**config.mk**
```make
export PLATFORM = sky130hd
export DESIGN_NAME = ram_bist_p
export DESIGN_NICKNAME = d
export VERILOG_FILES = /design/src/rtl/ram_bist_p.sv
export SDC_FILE = /design/constraint.sdc
export NUM_CORES = 1
export LEC_CHECK = 0
export BUFFER_PORTS_ARGS = -buffer_cell sky130_fd_sc_hd__buf_2
export CAP_MARGIN = 20
export CORE_ASPECT_RATIO = 1.2
export CORE_MARGIN = 5
export CORE_UTILIZATION = 49
export DETAILED_ROUTE_END_ITERATION = 10
export HOLD_SLACK_MARGIN = 0.03
export PLACE_DENSITY = 0.77
export RECOVER_POWER = 100
export SLEW_MARGIN = 20
export SYNTH_ARGS = -nofsm -noshare
export SYNTH_HDL_FRONTEND = slang
export SYNTH_SLANG_ARGS = --single-unit
```
**constraint.sdc**
```tcl
create_clock -name clock -period 1.9 [get_ports clock]
set_input_delay 0.57 -clock clock [delete_from_list [all_inputs] [get_ports clock]]
set_output_delay 0.57 -clock clock [all_outputs]
set_load 0.005 [all_outputs]
```
**src/rtl/ram_bist_p.sv**
```systemverilog
// ram_bist_p: march-style BIST initiator writing P0/P1 patterns to ram_p and checking readback
// Ports: clock/reset_n (async active-low); start begins a test; busy/done/pass report status;
// fail_address/fail_expected/fail_actual hold the first mismatch; mem_* drive ram_p and
// mem_data_in returns its data_out (one-cycle read latency).
module ram_bist_p #(
  parameter int ADDR_WIDTH = 8,
  parameter int DATA_WIDTH = 16
) (
  input  logic                  clock,
  input  logic                  reset_n,
  input  logic                  start,
  output logic                  busy,
  output logic                  done,
  output logic                  pass,
  output logic [ADDR_WIDTH-1:0] fail_address,
  output logic [DATA_WIDTH-1:0] fail_expected,
  output logic [DATA_WIDTH-1:0] fail_actual,
  output logic                  mem_write_enable,
  output logic [ADDR_WIDTH-1:0] mem_address,
  output logic [DATA_WIDTH-1:0] mem_data_out,
  input  logic [DATA_WIDTH-1:0] mem_data_in
);
  localparam logic [2:0] S_IDLE = 3'd0;
  localparam logic [2:0] S_WR0  = 3'd1;
  localparam logic [2:0] S_RD0  = 3'd2;
  localparam logic [2:0] S_WR1  = 3'd3;
  localparam logic [2:0] S_RD1  = 3'd4;
  localparam logic [2:0] S_DONE = 3'd5;
  localparam logic [2:0] S_FAIL = 3'd6;
  logic [2:0]            state;
  logic [ADDR_WIDTH-1:0] cnt;
  logic [ADDR_WIDTH-1:0] pipe_addr;
  logic [DATA_WIDTH-1:0] pipe_exp;
  logic                  pipe_valid;
  logic                  drain;
  logic                  wr, rd, inv, last, mismatch;
  logic [DATA_WIDTH-1:0] pattern;
  always_comb begin
    wr       = (state == S_WR0) || (state == S_WR1);
    rd       = (state == S_RD0) || (state == S_RD1);
    inv      = (state == S_WR1) || (state == S_RD1);
    last     = &cnt;
    pattern  = inv ? ~DATA_WIDTH'(cnt) : DATA_WIDTH'(cnt);
    mismatch = rd && pipe_valid && (mem_data_in != pipe_exp);
    busy             = wr || rd;
    done             = (state == S_DONE) || (state == S_FAIL);
    pass             = state == S_DONE;
    mem_write_enable = wr;
    mem_address      = (wr || rd) ? cnt : '0;
    mem_data_out     = wr ? pattern : '0;
  end
  always_ff @(posedge clock or negedge reset_n) begin
    if (!reset_n) begin
      state         <= S_IDLE;
      cnt           <= '0;
      pipe_addr     <= '0;
      pipe_exp      <= '0;
      pipe_valid    <= 1'b0;
      drain         <= 1'b0;
      fail_address  <= '0;
      fail_expected <= '0;
      fail_actual   <= '0;
    end else begin
      case (state)
        S_IDLE, S_DONE, S_FAIL: begin
          if (start) begin
            state         <= S_WR0;
            cnt           <= '0;
            fail_address  <= '0;
            fail_expected <= '0;
            fail_actual   <= '0;
          end
        end
        S_WR0, S_WR1: begin
          cnt <= cnt + 1'b1;
          if (last) state <= (state == S_WR0) ? S_RD0 : S_RD1;
        end
        S_RD0, S_RD1: begin
          // one-deep pipe: the word issued this cycle is compared next cycle
          pipe_valid <= !drain;
          pipe_addr  <= cnt;
          pipe_exp   <= pattern;
          if (!drain) begin
            cnt <= cnt + 1'b1;
            if (last) drain <= 1'b1;
          end
          if (mismatch) begin
            state         <= S_FAIL;
            pipe_valid    <= 1'b0;
            drain         <= 1'b0;
            fail_address  <= pipe_addr;
            fail_expected <= pipe_exp;
            fail_actual   <= mem_data_in;
          end else if (drain) begin
            drain <= 1'b0;
            state <= (state == S_RD0) ? S_WR1 : S_DONE;
          end
        end
        default: state <= S_IDLE;
      endcase
    end
  end
endmodule

```
==> impl_metrics.json <==
{
  "ys_ff_latch": 63,
  "syn_area_mm2": 0.00361,
  "hold_path_startpoint": "mem_data_in[4]",
  "grt_first_pass_wirelength_um": 15300,
  "yosysWarnings": 0,
  "clock_path_buffers": 2,
  "maxCapViolations": 0,
  "cp_slowest_cell": "dfrtp_2",
  "tightest_slew_ns": 1.39,
  "tns_ns": -4.52,
  "crit_required_ns": 1.33,
  "met2_usage_pct": 35.8,
  "gp_congestion": 0.944,
  "syn-instance-count": 404,
  "grt_max_degree": 64,
  "violations": "setup timing",
  "period_share_pct": 109,
  "busiest_layer": "met2",
  "initialDrtViolationCount": 195,
  "skew_ns": 0.00517,
  "start_util_pct": 49.9,
  "dieHeight_um": 104,
  "startpoint_type": "register",
  "wl_per_cell_um": 16.2,
  "syn-mean-instance-area_um2": 8.93,
  "h-tree-depth": 3,
  "powerDensity_mw_per_mm2": 1800,
  "critical-path-top-delay-family": "flip-flops",
  "cts_tree": "yes",
  "core_mm2": 0.00723,
  "drc_errors": 0,
  "cp_slowest_stage_delay_ns": 0.45,
  "antenna_cells": 0,
  "placedCellCount": 582,
  "dp_hpwl_um": 6610,
  "finalSetupViolations": 60,
  "fin_util_pct": 68.6,
  "drt.antenna.violating_nets": 0,
  "p_leak_nw": 2.41,
  "num_rows": 34,
  "io_buffers": 86,
  "synth-seq-area-share_pct": 43.7,
  "die_w_um": 88.3,
  "clock_latency_ns": 0.34,
  "total_power_mw": 8.91,
  "finalNetCount": 545,
  "peakVddDrop_v": 0.00126,
  "cts_sinks": 63,
  "crit_buf_inv": 3,
  "drive_gt1_share_pct": 38.9,
  "rsz0062_at_grt": "yes",
  "vias_per_cell": 5.39,
  "yosysUniqueCellTypes": 52,
  "postCtsHoldBufs": 0,
  "track_usage_pct": 21.2,
  "hold_viol": 0,
  "cp-end-kind": "primary output",
  "cp_max_fo": 11,
  "finalNonFillerCells": 620,
  "finalWorstSetupSlack_ns": -0.162,
  "numCtsBuffers": 9,
  "antenna_found_initial": 0,
  "ctsRootBufferMaster": "clkbuf_8",
  "path_clk_slew_ns": 0.07,
  "use_met1_pct": 26.0,
  "status": "finished with violations",
  "design.die.area_mm2": 0.00919,
  "clock.fmax_mhz": 485,
  "crit_chain": "xor2_2, a21oi_2, buf_12, inv_1, buf_2",
  "via_count": 3344,
  "hold_class": "in2reg",
  "syn_to_final_growth_pct": 37.5,
  "wirelength_um": 10100,
  "synth.net_count": 424,
  "critical_path_class": "reg2out",
  "grt_pass1_vias": 3210,
  "drt_pass1_iterations": 5,
  "gr-usage-met3_pct": 4.28,
  "crit_start": "state[2]",
  "num_io_pins": 87,
  "layout_min_cycle_time_ns": 2.06,
  "worstPathArrival_ns": 1.49,
  "slew_violations": 0,
  "relSlewSlack_pct": 7.35,
  "reg2reg_from": "state[0]",
  "gr-total-overflow": 0
}
state kept, by name (all words and copies together) (netlist names):
register	flops
drain	1
cnt	8
fail_actual	16
pipe_valid	1
pipe_exp	9
fail_expected	9
fail_address	8
pipe_addr	8
state	3
worst paths after layout:
| check | to | slack, ns | depth (start not counted) |
|---|---|---|---|
| min | fail_actual[4] | 0.48 | 3 |
| min reg2reg | pipe_addr[4] | 0.48 | 2 |
| max | busy | -0.16 | 5 |
| max in group asynchronous | state[1] | 0.31 | 2 |
| max reg2reg | fail_actual[15] | -0.11 | 6 |
| min in group asynchronous | fail_actual[13] | 0.63 | 2 |
layout make-up:
class,instances,area (um2)
clock inverters,6,83.8
repair buffers,155,1070
well taps,90,113
clock buffers,10,128
flip-flops and latches,63,1580
inverters,38,150
multi-input cells,258,1840
fillers,526,2270
worst reg2reg max path, stage by stage, from the launching register on:
cell      delay (ns)
dfrtp_2         0.49
inv_2           0.14
clkbuf_4        0.25
and2_0          0.32
a31o_4          0.33
buf_12          0.18
mux2i_2         0.23
cell families after synthesis:
kind of cell / share of synthesized area (%)
xor gates and xnor gates: 4.33
AOI/OAI and AO/OA: 12.4
muxes: 9.57
buffers and inverters: 12.2
adders and majority gates: 0.347
DFF: 43.7
and+or+nand+nor: 17.5
cells in the mapped netlist, drive strengths merged:
cell type	number	area (um2)
nand2	73	274
o211ai	2	20.0
nand2b	9	56.3
a211o	1	8.76
a211oi	1	7.51
ha	1	12.5
a41oi	1	8.76
mux2	1	15.0
and3	5	33.8
o22a	6	53.8
nor3	4	20.0
o21ai	24	120
clkbuf	20	86.3
or3	1	6.26
xnor2	8	70.1
nor2b	9	56.3
or2	2	12.5
nand3	3	15.0
a21o	1	7.51
or4	1	7.51
mux2i	33	330
nor4	4	46.3
o21a	1	7.51
a31oi	2	12.5
a311oi	1	15.0
and2	3	20.0
o31ai	5	37.5
buf	25	210
inv	38	143
o41ai	1	8.76
a21oi	16	80.1
nand4	2	12.5
o22ai	8	50.1
xor2	9	86.3
dfrtp	63	1580
nor2	19	71.3
a31o	1	8.76
cells in the final DEF, fill, tap and decap left out, types with 3 or more instances in the layout:
master    instances
nand3_1           3
clkbuf_8          9
buf_12            5
o21ai_1           4
o22ai_1           8
clkinv_2          3
buf_2            76
o21ai_0          19
buf_4            50
mux2i_1          31
a21oi_1          13
clkbuf_1         14
nand2b_1          7
inv_1            35
nor2b_1           8
o22a_1            5
and3_1            3
dfrtp_1          58
nor2_4            6
nand2_1          73
nor2_1           10
dfrtp_2           5
nor2_2            3
xnor2_1           3
xnor2_4           4
o31ai_1           3
buf_6             4
xor2_1            7
routing by layer:
metal  vias to the layer above  part of all wire, %
met5                         -                    0
met4                         0                  2.9
met3                        31                  7.4
met2                       152                   51
met1                      1608                   39
li1                       1553                    -
metrics by stage:
| step | area (um2) | worst slack (ns) | hold slack, ns |
|---|---|---|---|
| final | 4960 | -0.162 | 0.477 |
| after global routing | 4960 | -0.226 | 0.474 |
| after CTS | 4610 | -0.197 | 0.240 |
| after detailed placement | 4260 | -0.222 | 0.462 |
| after global placement | 4260 | -0.185 | 0.462 |
| after floorplan | 3620 | -0.0339 | 0.274 |
what timing repair did:
item                       CTS  global route
gates resized for setup     20            51
setup endpoints to repair   59            72
gates cloned                 1             2
pin swaps                    7             9
setup buffers                5            14
power by group:
group	leakage, nW	internal (mW)	switching [mW]
Combinational	1.47	2.70	2.74
Sequential	0.831	1.81	0.378
Clock	0.110	0.737	0.542
Total	2.41	5.25	3.66
Note: power is estimated with default switching activity, not from simulation.
